<file path="src/rtl/ccg_sweep_eval.sv">
// Truth-table function evaluator with single-vector lookup and a full
// input-space sweep that compresses every table entry into a MISR signature.
//
// state    | meaning
// ---------+----------------------------------------------------------
// ST_IDLE  | waiting for start; table writable; signature holds
// ST_SWEEP | one table entry folded into the signature per cycle; busy=1
// ST_DONE  | single-cycle completion pulse; done=1
module ccg_sweep_eval #(
    parameter int               N_IN  = 3,
    parameter int               N_OUT = 6,
    parameter int               SIG_W = 16,
    parameter logic [SIG_W-1:0] POLY  = 16'h1021,
    parameter logic [SIG_W-1:0] SEED  = '0
) (
    input  logic             clk,
    input  logic             rst,
    input  logic             lut_we,
    input  logic [N_IN-1:0]  lut_addr,
    input  logic [N_OUT-1:0] lut_wdata,
    input  logic             eval_valid,
    input  logic [N_IN-1:0]  eval_in,
    output logic             eval_out_valid,
    output logic [N_OUT-1:0] eval_out,
    input  logic             start,
    output logic             busy,
    output logic             done,
    output logic [SIG_W-1:0] signature
);

    localparam int DEPTH = 1 << N_IN;

    typedef enum logic [1:0] {
        ST_IDLE  = 2'd0,
        ST_SWEEP = 2'd1,
        ST_DONE  = 2'd2
    } state_t;

    state_t             state_q, state_d;
    logic [N_IN-1:0]    cnt_q, cnt_d;
    logic [SIG_W-1:0]   sig_q, sig_d;
    logic               eval_valid_q, eval_valid_d;
    logic [N_OUT-1:0]   eval_out_q, eval_out_d;
    logic [N_OUT-1:0]   tt_q [DEPTH];
    logic [N_OUT-1:0]   tt_d [DEPTH];

    always_ff @(posedge clk) begin
        if (rst) begin
            state_q      <= ST_IDLE;
            cnt_q        <= '0;
            sig_q        <= '0;
            eval_valid_q <= 1'b0;
            eval_out_q   <= '0;
            tt_q         <= '{default: '0};
        end else begin
            state_q      <= state_d;
            cnt_q        <= cnt_d;
            sig_q        <= sig_d;
            eval_valid_q <= eval_valid_d;
            eval_out_q   <= eval_out_d;
            tt_q         <= tt_d;
        end
    end

    always_comb begin
        state_d      = state_q;
        cnt_d        = cnt_q;
        sig_d        = sig_q;
        tt_d         = tt_q;
        eval_valid_d = eval_valid;
        eval_out_d   = eval_valid ? tt_q[eval_in] : eval_out_q;

        // Table is frozen while sweeping so the signature reflects one snapshot.
        if (lut_we && (state_q != ST_SWEEP)) begin
            tt_d[lut_addr] = lut_wdata;
        end

        case (state_q)
            ST_IDLE: begin
                if (start) begin
                    state_d = ST_SWEEP;
                    cnt_d   = '0;
                    sig_d   = SEED;
                end
            end
            ST_SWEEP: begin
                sig_d = (sig_q << 1)
                      ^ (sig_q[SIG_W-1] ? POLY : '0)
                      ^ SIG_W'(tt_q[cnt_q]);
                cnt_d = cnt_q + 1'b1;
                if (&cnt_q) begin
                    state_d = ST_DONE;
                end
            end
            ST_DONE: begin
                state_d = ST_IDLE;
            end
            default: begin
                state_d = ST_IDLE;
            end
        endcase
    end

    assign busy           = (state_q == ST_SWEEP);
    assign done           = (state_q == ST_DONE);
    assign signature      = sig_q;
    assign eval_out_valid = eval_valid_q;
    assign eval_out       = eval_out_q;

endmodule

</file>
<file path="config.mk">
export PLATFORM = sky130hd
export DESIGN_NAME = ccg_sweep_eval
export DESIGN_NICKNAME = d
export VERILOG_FILES = /design/src/rtl/ccg_sweep_eval.sv
export SDC_FILE = /design/constraint.sdc
export NUM_CORES = 1
export LEC_CHECK = 0
export ABC_CLOCK_PERIOD_IN_PS = 2690
export BUFFER_PORTS_ARGS = -buffer_cell sky130_fd_sc_hd__buf_2
export CAP_MARGIN = 10
export CORE_UTILIZATION = 56
export DETAILED_ROUTE_END_ITERATION = 10
export HOLD_SLACK_MARGIN = 0.05
export PLACE_DENSITY = 0.8
export SETUP_SLACK_MARGIN = 0.3
export SLEW_MARGIN = 5
export SYNTH_ARGS = -nofsm -noshare
export SYNTH_HDL_FRONTEND = slang
export SYNTH_SLANG_ARGS = --single-unit
</file>
<file path="constraint.sdc">
create_clock -name clk -period 2.69 [get_ports clk]
set_input_delay 0.538 -clock clk [delete_from_list [all_inputs] [get_ports clk]]
set_output_delay 0.538 -clock clk [all_outputs]
set_load 0.05 [all_outputs]
</file>
-- Word level (Yosys, flattened, before mapping)
Index checks and enable logic that the tools add are counted.
- register bits after elaboration: 76
- input bits: 17
- output and inout bits: 25
- add/subtract/negate cells: 1
- $lt $le $gt $ge: 4
- equality and inequality tests: 5
- mux-type cells: 17
- bitwise gates (word level): 5
- reduce and logical (&&, ||, !) cells: 7
- operator list (kind ; number):
    $bwmux 48 ; 1
    $bmux 6 s3 ; 2
    $pmux 16 s2 ; 1
    $mux 6 ; 5
    $demux 6 s3 ; 1
    $mux 16 ; 1
    $xor 16x13->16 ; 1
    $xor 16x6->16 ; 1
    $mux 13 ; 1
    $ge 4x4->1 const B ; 3
    $not 3->4 ; 3
    $pmux 3 s2 ; 1
    $lt 4x1->1 const B ; 1
    $mux 2 ; 2
    $ne 2x1->1 const B ; 2
    $pmux 2 s2 ; 1
    $reduce_and 2->1 ; 2
    $add 3x1->3 const B ; 1
    $mux 3 ; 1
    $reduce_and 3->1 ; 1
    $eq 2x1->1 const B ; 1
    $eq 2x2->1 const B ; 1
    $logic_and 1x1->1 ; 2
    $logic_not 2->1 ; 1
    other kinds (2) ; 2

-- Logic depth before layout (Yosys ltp)
- word-level depth: 6
- depth in mapped cells: 6
- mapped depth without buffers: 5

-- Worst setup path after synthesis
OpenSTA, ideal clock, no wires.
- kind: reg-to-output
- start point: reg state_q[0]
- end point: out busy
- data arrival time: 1.280 ns
- path slack: 0.872 ns
- stages on the path, launching flop included: 5
- buffers on the path: 2
- cells stage by stage: dfxtp_1 -> nand2b_4 -> inv_2 -> buf_6 -> clkbuf_1
- word-level cells in the longest chain between the ends: 1
- RTL lines (item ; RTL line ; RTL):
    from (decl) ; 39 ; state_t state_q, state_d;
    from (signal assigned) ; 56 ; state_q <= state_d;
    $eq 2x1->1 ; 104 ; assign busy = (state_q == ST_SWEEP);
    to (decl) ; 26 ; output logic busy,
No other way between the ends.

-- Worst setup path after layout
Same ends and word-level chain as after synthesis.

==> results.json <==
{
  "cts_resized": 0,
  "yosysWarnings": 0,
  "grt_pass1_vias": 2379,
  "timing.hold.worst.start": "state_q[1]",
  "cp_slowest_cell": "dfxtp_1",
  "core_um2": 6060,
  "hold_buffers": 0,
  "fin_cells": 435,
  "max_freq_mhz": 467,
  "top_layer": "met4",
  "cts_setup_buffers": 0,
  "critPathMaxFanout": 20,
  "setup_violations": 0,
  "maxSlewViolCount": 0,
  "htree_levels": 3,
  "yosys.area.top_type": "dfxtp_1",
  "cts-root-buf": "clkbuf_8",
  "n_fill_cell": 470,
  "met1_length_um": 3530,
  "cp.arrival_ns": 1.61,
  "hold_path_class": "reg -> reg",
  "grt_overflow": 0,
  "finalCritPeriodShare": 0.797,
  "yosys.cell_types.count": 31,
  "avgViaCountPerCell": 6.13,
  "path_buf_inv": 2,
  "yosysMostFrequentCell": "dfxtp_1",
  "hold_ws_ns": 0.466,
  "crit_chain": "nand2b_4, inv_2, buf_2",
  "nNetsFinal": 374,
  "syn_area_um2": 3590,
  "drive_above_1_share": 0.236,
  "synth_common_cells": "dfxtp_1 (76), nor2_1 (70), mux2i_1 (61)",
  "finalPower_mw": 2.26,
  "initial_core_util": 0.592,
  "power_density_nw_per_um2": 565,
  "tightest_slew_ns": 0.737,
  "async_flop_share": 0,
  "reg2reg_depth": 5,
  "start_kind": "flop",
  "crit_family": "buffers and inverters",
  "num_io_pins": 42,
  "design_area_um2": 4000,
  "rows": 28,
  "synth_edf_count": 0,
  "antenna_found_initial": 0,
  "min_period_ns": 2.14,
  "irDropWorstVdd_uv": 324,
  "insertion_delay_ns": 0.35,
  "die_x_um": 82.1,
  "hold_path_depth": 1,
  "ys_ff_latch": 76,
  "maxSlewHeadroom": 0.507,
  "first_pass_iters": 5,
  "synth_flop_cell": "dfxtp_1",
  "num_vias": 2667,
  "synth_cells": 327,
  "skew_ns": 0.00936,
  "cts_inserted_buffers": 9,
  "die-area_um2": 6730,
  "dpl.hpwl_um": 5260,
  "status": "complete, no violations",
  "rrSetupSlack_ns": 0.72,
  "gp_congestion": 0.751,
  "synth_area_per_cell_um2": 11.0,
  "synth_top_area_frac": 0.424,
  "criticalPathCategory": "reg -> out",
  "dieHeight_um": 82.1,
  "min_to": "state_q[0]",
  "place_inst": 419,
  "cts.sink_count": 76,
  "finalHoldViolCount": 0,
  "post_dp_cell_area_um2": 3790,
  "area_growth_pct": 11.4,
  "grt_start_max_net_pins": 40,
  "p_leak_nw": 1.83,
  "synthTopCellsByArea": "dfxtp_1 (42%), mux2i_1 (17%), mux4_2 (13%), nor2_1 (7.3%), mux4_1 (2.9%)",
  "rr_endpoint": "tt_q[11]",
  "path_clk_slew_ns": 0.07,
  "cap_violations": 0,
  "track_usage": 0.256,
  "crit_path_end_kind": "output pin",
  "drtAntennaViolNets": 0,
  "rsz0062_at_grt": "no",
  "cpPeakStageDelay_ns": 0.43,
  "final-seq-area_um2": 1520,
  "r2r_start": "state_q[1]",
  "wl_per_cell_um": 18.4,
  "drc": 0,
  "syn_nets": 346,
  "cts_tree": "done",
  "drt_iter0_drc": 221,
  "cp_data_required_time_ns": 2.15,
  "grt_pass1_wl_um": 12200,
  "route.met3.wl_um": 482,
  "ys_seq_area_frac": 0.424,
  "wl_met2_um": 3820,
  "wirelength_um": 7990,
  "setup_tns_ns": 0,
  "multiInputGateArea_um2": 1920,
  "clk_path_buf_depth": 2,
  "diodes": 0,
  "portBuffers": 41
}
-- cells in the final DEF, fill, tap and decap left out, types with 2 or more instances in the layout --
master,count
dfxtp_1,76
nor2_1,70
mux2i_1,61
buf_2,41
mux4_2,20
a22oi_1,12
clkbuf_8,11
nand4b_1,8
nand3b_1,7
a211oi_1,6
buf_4,6
or4_1,5
nand3_1,5
nor2b_1,4
mux4_1,4
nand4_1,3
nand2_1,2
nor3_1,2
ha_1,2
clkinv_2,2
-- metrics by stage --
step,utilization,setup slack (ns)
6_report,0.660,0.547
5_1_grt,0.660,0.480
4_1_cts,0.660,0.536
3_5_place_dp,0.626,0.774
3_3_place_gp,0.626,0.821
2_1_floorplan,-,0.872
-- worst max-delay path by stage --
stage / start / to / slack [ns] / cells after the start
floorplan: state_q[0] / busy / 0.87 / 4
global placement: eval_in[2] / eval_out[0] / 0.82 / 4
detailed placement: lut_addr[2] / tt_q[20] / 0.77 / 5
CTS: state_q[0] / busy / 0.54 / 3
global route: state_q[0] / busy / 0.48 / 3
finish: state_q[0] / busy / 0.55 / 3
-- metal layers --
metal | global-route usage | up-vias
met4 | 0.118 | 0
met5 | 0 | -
li1 | - | 1249
met1 | 0.334 | 1307
met3 | 0.0522 | 13
met2 | 0.407 | 98
-- worst reg2reg max path, cell delays in order, from the launching register on --
cell      delay (ns)
dfxtp_1         0.36
nand2b_4        0.24
inv_2           0.20
nor4b_4         0.72
mux2i_1         0.28
nor2_1          0.06
-- logic make-up after synthesis --
| logic type | Yosys count | synth area share |
|---|---|---|
| adder cells (fa/ha/maj) | 2 | 0.00697 |
| buffers and inverters | 32 | 0.0408 |
| XOR/XNOR | 2 | 0.00488 |
| AND/OR/NAND/NOR | 109 | 0.155 |
| flip-flops | 76 | 0.424 |
| multiplexers | 85 | 0.325 |
| AO/OA/AOI/OAI | 21 | 0.0432 |
-- area by class of cell --
type                       instances  area share
clock buffer                      12      0.0388
clock inverter                     4      0.0119
inverter                           2     0.00188
multi-input combinational        219       0.481
sequential                        76       0.381
tap                               75      0.0235
timing repair buffer              47      0.0626
-- sequential cells by signal, indices dropped and copies added, names as in the netlist --
signal / cells
tt_q: 48
signature: 16
eval_out: 6
cnt_q: 3
state_q: 2
eval_out_valid: 1
-- report_power, final --
part	internal, mW	total (mW)	switching, mW
Sequential	1.15	1.16	0.0194
Clock	0.476	0.885	0.409
Combinational	0.0778	0.209	0.131
Power figures use the tool's default switching activity.
